### config.mk
export PLATFORM = sky130hd
export DESIGN_NAME = transmitter_controller
export DESIGN_NICKNAME = d
export VERILOG_FILES = /design/src/rtl/uart_pkg.sv /design/src/rtl/transmitter_controller.sv
export SDC_FILE = /design/constraint.sdc
export NUM_CORES = 1
export LEC_CHECK = 0
export ABC_AREA = 1
export BUFFER_PORTS_ARGS = -buffer_cell sky130_fd_sc_hd__clkbuf_2
export CORE_UTILIZATION = 40
export CTS_CLUSTER_SIZE = 24
export DETAILED_ROUTE_END_ITERATION = 10
export GPL_ROUTABILITY_DRIVEN = 0
export PLACE_DENSITY_LB_ADDON = 0.3
export SYNTH_ARGS = -nofsm -noshare
export SYNTH_HDL_FRONTEND = slang
export SYNTH_SLANG_ARGS = --single-unit
### constraint.sdc
create_clock -name clk -period 3.85 [get_ports clk]
set_clock_uncertainty 0.15 [all_clocks]
set_input_delay 0.385 -clock clk [delete_from_list [all_inputs] [get_ports clk]]
set_output_delay 0.385 -clock clk [all_outputs]
set_load 0.03 [all_outputs]
### src/rtl/uart_pkg.sv
// UART shared types: transmitter FSM states and line-mux select encodings.
package uart_pkg;

  // Line mux select encodings seen by the TX line mux.
  localparam logic [1:0] LINE_MARK   = 2'b00;
  localparam logic [1:0] LINE_START  = 2'b01;
  localparam logic [1:0] LINE_DATA   = 2'b10;
  localparam logic [1:0] LINE_PARITY = 2'b11;

  typedef enum logic [1:0] {
    SEL_MARK   = LINE_MARK,
    SEL_START  = LINE_START,
    SEL_DATA   = LINE_DATA,
    SEL_PARITY = LINE_PARITY
  } tx_sel_t;

  typedef enum logic [2:0] {
    ST_IDLE     = 3'd0,
    ST_CTS_WAIT = 3'd1,
    ST_LOAD     = 3'd2,
    ST_START    = 3'd3,
    ST_DATA     = 3'd4,
    ST_PARITY   = 3'd5,
    ST_STOP     = 3'd6
  } tx_state_t;

endpackage

### src/rtl/transmitter_controller.sv
// UART TX sequencer: pops a word from the FIFO into the shifter and steers the
// line mux through start/data/parity/stop, one bit per baud tick, under CTS.
module transmitter_controller
  import uart_pkg::*;
#(
  parameter int DBITS_W    = 2,
  parameter int DBITS_BASE = 5
) (
  input  logic               clk,
  input  logic               reset_n,
  input  logic               tx_en_i,
  input  logic               cts_ni,
  input  logic               baud_tick_i,
  input  logic               fifo_empty_i,
  input  logic [DBITS_W-1:0] data_bits_i,
  input  logic               parity_en_i,
  input  logic               stop2_i,
  output logic               fifo_rd_o,
  output logic               load_o,
  output logic               shift_o,
  output logic [1:0]         tx_sel_o,
  output logic               busy_o,
  output logic               tx_done_o
);

  localparam int CNT_W = $clog2(DBITS_BASE + 2**DBITS_W);

  tx_state_t          state_q, state_d;
  logic [CNT_W-1:0]   bit_cnt_q, bit_cnt_d;
  logic               stop_cnt_q, stop_cnt_d;
  logic [DBITS_W-1:0] shadow_dbits_q, shadow_dbits_d;
  logic               shadow_par_q, shadow_par_d;
  logic               shadow_stop2_q, shadow_stop2_d;

  logic [CNT_W-1:0]   last_idx;
  logic               last_bit;
  logic               can_send;

  // Index of the final data bit for the word length latched at LOAD.
  assign last_idx = CNT_W'(DBITS_BASE - 1) + CNT_W'(shadow_dbits_q);
  assign last_bit = (bit_cnt_q == last_idx);
  assign can_send = ~cts_ni & ~fifo_empty_i;

  // State, counters and shadow configuration; reset aborts any frame in flight.
  always_ff @(posedge clk) begin
    if (!reset_n) begin
      state_q        <= ST_IDLE;
      bit_cnt_q      <= '0;
      stop_cnt_q     <= 1'b0;
      shadow_dbits_q <= '0;
      shadow_par_q   <= 1'b0;
      shadow_stop2_q <= 1'b0;
    end else begin
      state_q        <= state_d;
      bit_cnt_q      <= bit_cnt_d;
      stop_cnt_q     <= stop_cnt_d;
      shadow_dbits_q <= shadow_dbits_d;
      shadow_par_q   <= shadow_par_d;
      shadow_stop2_q <= shadow_stop2_d;
    end
  end

  // Next-state and output decode; shift and done are tick-qualified (Mealy).
  always_comb begin
    state_d        = state_q;
    bit_cnt_d      = bit_cnt_q;
    stop_cnt_d     = stop_cnt_q;
    shadow_dbits_d = shadow_dbits_q;
    shadow_par_d   = shadow_par_q;
    shadow_stop2_d = shadow_stop2_q;
    fifo_rd_o      = 1'b0;
    load_o         = 1'b0;
    shift_o        = 1'b0;
    tx_sel_o       = SEL_MARK;
    busy_o         = 1'b0;
    tx_done_o      = 1'b0;

    case (state_q)
      ST_IDLE: begin
        if (tx_en_i) state_d = ST_CTS_WAIT;
      end

      ST_CTS_WAIT: begin
        // Leaving on a tick keeps the start bit aligned to a full bit period.
        if (!tx_en_i)                     state_d = ST_IDLE;
        else if (can_send && baud_tick_i) state_d = ST_LOAD;
      end

      ST_LOAD: begin
        fifo_rd_o      = 1'b1;
        load_o         = 1'b1;
        tx_sel_o       = SEL_START;
        busy_o         = 1'b1;
        shadow_dbits_d = data_bits_i;
        shadow_par_d   = parity_en_i;
        shadow_stop2_d = stop2_i;
        state_d        = ST_START;
      end

      ST_START: begin
        tx_sel_o = SEL_START;
        busy_o   = 1'b1;
        if (baud_tick_i) begin
          state_d   = ST_DATA;
          bit_cnt_d = '0;
        end
      end

      ST_DATA: begin
        tx_sel_o = SEL_DATA;
        busy_o   = 1'b1;
        if (baud_tick_i) begin
          shift_o = 1'b1;
          if (last_bit) begin
            if (shadow_par_q) begin
              state_d = ST_PARITY;
            end else begin
              state_d    = ST_STOP;
              stop_cnt_d = 1'b0;
            end
          end else begin
            bit_cnt_d = bit_cnt_q + CNT_W'(1);
          end
        end
      end

      ST_PARITY: begin
        tx_sel_o = SEL_PARITY;
        busy_o   = 1'b1;
        if (baud_tick_i) begin
          state_d    = ST_STOP;
          stop_cnt_d = 1'b0;
        end
      end

      ST_STOP: begin
        tx_sel_o = SEL_MARK;
        busy_o   = 1'b1;
        if (baud_tick_i) begin
          if (stop_cnt_q == shadow_stop2_q) begin
            tx_done_o = 1'b1;
            // Chain straight into the next frame when nothing holds it back.
            if (tx_en_i && can_send) state_d = ST_LOAD;
            else if (tx_en_i)        state_d = ST_CTS_WAIT;
            else                     state_d = ST_IDLE;
          end else begin
            stop_cnt_d = 1'b1;
          end
        end
      end

      default: state_d = ST_IDLE;
    endcase
  end

endmodule
==> impl_results.md <==
- Async SR Flop Fraction: 0%
- Post-synthesis xor/xnor area fraction: between 1 and 1.5%
- Routed wire length: 1.91 mm
- Kind of end point of the critical path: output pin
- Final cell count without fillers: between 150 and 200
- Setup Buffers After CTS: 0
- CTS H-tree lvls: 1
- Largest net degree at the start of global routing: 11
- Post-synth top area share: 29.5%
- Top cells by area, synth: dfxtp_1, nand2_1, nor2_1
- Final max-slew violation count: 0
- Port Buffer Count: 16
- DRC Markers: 0
- Min Tclk post-route: around 2.1 ns
- Avg Synthesized Cell Area: 6.03 µm²
- WL/cell: 10.7 µm
- Post-CTS sizing: 0
- Max-cap violations: 0
- Mux contribution to synthesized area: 0%
- Internal power: about 0.32 mW
- Endpoints failing setup: 0
- Fmax achieved: a little under 0.5 GHz
- Crit share post-route: between 50% and 60%
- Gr ovfl total: 0
- Post-synth EDFFs: 0
- Clock latency on the worst-skew pair: just under 0.3 ns
- Cell variety after synth: 21
- Drt pass-1 iters: 4
- Synth Register Bits: 12
- Final Hold Fails: 0
- Post-synthesis simple-gate area fraction: 46.4%
- Clk buf depth: 2
- Combinational Power Share: a little over half
- Most used DFF post-synth: dfxtp_1
- Fin Setup TNS: 0 ns
- CTS tree: done
- Outcome: completed
- Antenna violations before repair: 0
- Starting Density: between 40% and 50%
- Proportion of layout cells with a drive suffix above 1: 21.6%
- Top-count cell post-synth: nand2_1
- Cell taking the most area after synthesis: dfxtp_1
- Cts hold-fix bufs: 0
- Clock Power Share: 17.1%
- Cell Area, Synth: slightly above 800 µm²
- Post-synth top cells: nand2_1, nor2_1, inv_1, dfxtp_1
- Startpoint type of the worst setup path: flop
- Area grow syn2layout: 16.7%
- Via/cell ratio: between 4 and 5
- Compound-cell area share of the yosys netlist: a little over a tenth
- LEAKAGE: 0.471 nW
- Rows: 15
- Hold crit path type: in2reg
- Core Region: 1820 µm²
- Worst slew margin: 82.4%
- Die X: 47.1 µm
- Nets: roughly 170
- Sequential share of the synthesized area: between 20 and 30%
- Synthesized instance count: roughly 140
- Initial DRC count: 27
- Die height: ~47 µm
- Final antenna-violating net count: 0
- Worst slew pin tran: roughly 0.26 ns
- P_sw: between 0.2 and 0.3 mW
- Crit path max fanout: 9
- Pwr dens: 647 nW/µm²
- Critical Path RT: roughly 3.3 ns
- RSZ-0062 raised after global routing: false
- Inserted Clock Buffers: 3
- Die Area: around 2200 µm²
- Syn nets: about 150
- Clk pin slew, worst setup/hold paths: roughly 0.080 ns
- I/O pins: 17
- Clk sinks: 12
- Post-synthesis adder-cell area fraction: ~1.5%
- Root Driver: clkbuf_4
- GRT Util Overall: around a fifth
- Post-DP HPWL: around 1.5 mm
- Sw Ratio: between 40% and 50%
- Yosys warnings: 0
- Crit path DAT: approximately 1.5 ns
- Vias in the first global route: ~750
- Reg power frac: 30.6%
- Via count: between 800 and 900
- Placed Cells: approximately 170
- Largest family of logic cells by synthesized area: simple AND/OR/NAND/NOR gates
- Diodes inserted: 0
- Global-route wire length before repair: 3.15 mm
- WS Path Type: reg2out
- Peak VDD IR: 0.332 mV
[flip-flops by register name (all words and copies together), names as in the netlist]
register,flops
state_q,3
shadow_dbits_q,2
bit_cnt_q,4
stop_cnt_q,1
shadow_stop2_q,1
shadow_par_q,1
[metal layers]
metal,wire length (µm),vias to the layer above,track usage (%)
met5,0,-,0
met4,47,0,12.0
met3,99,5,3.46
met2,844,30,31.7
met1,921,384,27.6
li1,-,463,-
[worst paths after layout]
path	startpoint	end	slack (ns)	depth (start not counted)
setup / recovery	state_q[2]	tx_sel_o[0]	1.78	6
hold / removal	data_bits_i[1]	shadow_dbits_q[1]	0.21	3
setup reg to reg	state_q[1]	state_q[2]	2.29	9
hold reg to reg	shadow_stop2_q	shadow_stop2_q	0.33	2
[final cells by class]
type	instances	area (µm²)
clock buffers	4	36.3
fillers	200	870
inverters	21	78.8
multi-input cells	100	484
flip-flops and latches	12	240
well taps	25	31.3
repair buffers	16	80.1
[stage by stage]
stage | area (µm²) | worst slack, ns | hold slack (ns) | util, % | total power [mW]
after global routing | 951 | 1.57 | 0.211 | 52.2 | 0.668
after CTS | 951 | 1.81 | 0.215 | 52.2 | 0.612
after global placement | 915 | 2.19 | 0.311 | 50.2 | 0.502
final | 951 | 1.78 | 0.208 | 52.2 | 0.615
after floorplan | 815 | 2.07 | 0.294 | - | 0.439
after detailed placement | 915 | 2.12 | 0.319 | 50.2 | 0.509
[worst max-delay path, cell delays in order (launching register included)]
cell	delay, ns
dfxtp_1	0.47
nor2_1	0.12
nand2_1	0.23
o21ai_0	0.13
inv_1	0.08
nand2_1	0.05
clkbuf_2	0.17
[placed cells by master (no fill, tap or decap)]
cell / Yosys / final
nand2_4: 1 / 1
nand2_2: 4 / 4
dfxtp_1: 12 / 12
clkbuf_4: 0 / 3
a21oi_1: 10 / 10
and2_1: 1 / 1
nand3_2: 1 / 1
clkbuf_2: 0 / 16
nand2_1: 33 / 33
nor2_2: 1 / 1
nand3_1: 10 / 10
xnor2_1: 1 / 1
o21ai_0: 7 / 7
nand3_4: 1 / 1
ha_1: 1 / 1
nand4_1: 3 / 3
nor2_1: 24 / 24
nor2_4: 1 / 1
inv_2: 4 / 4
nand3b_1: 1 / 1
inv_1: 17 / 17
clkbuf_8: 0 / 1
[kinds of logic after synthesis]
family | after synthesis
xor+xnor | 1
flops | 12
compound gates | 17
fa+ha+maj | 1
simple gates | 81
buf+inv | 23
[power groups by stage]
stage	registers, mW	clock network [mW]	logic, mW
3_5_place_dp	0.190	0	0.319
2_1_floorplan	0.183	0	0.256
3_3_place_gp	0.187	0	0.315
6_report	0.188	0.105	0.321
5_1_grt	0.193	0.112	0.363
4_1_cts	0.187	0.105	0.320
Note: power is estimated with default switching activity, not from simulation.
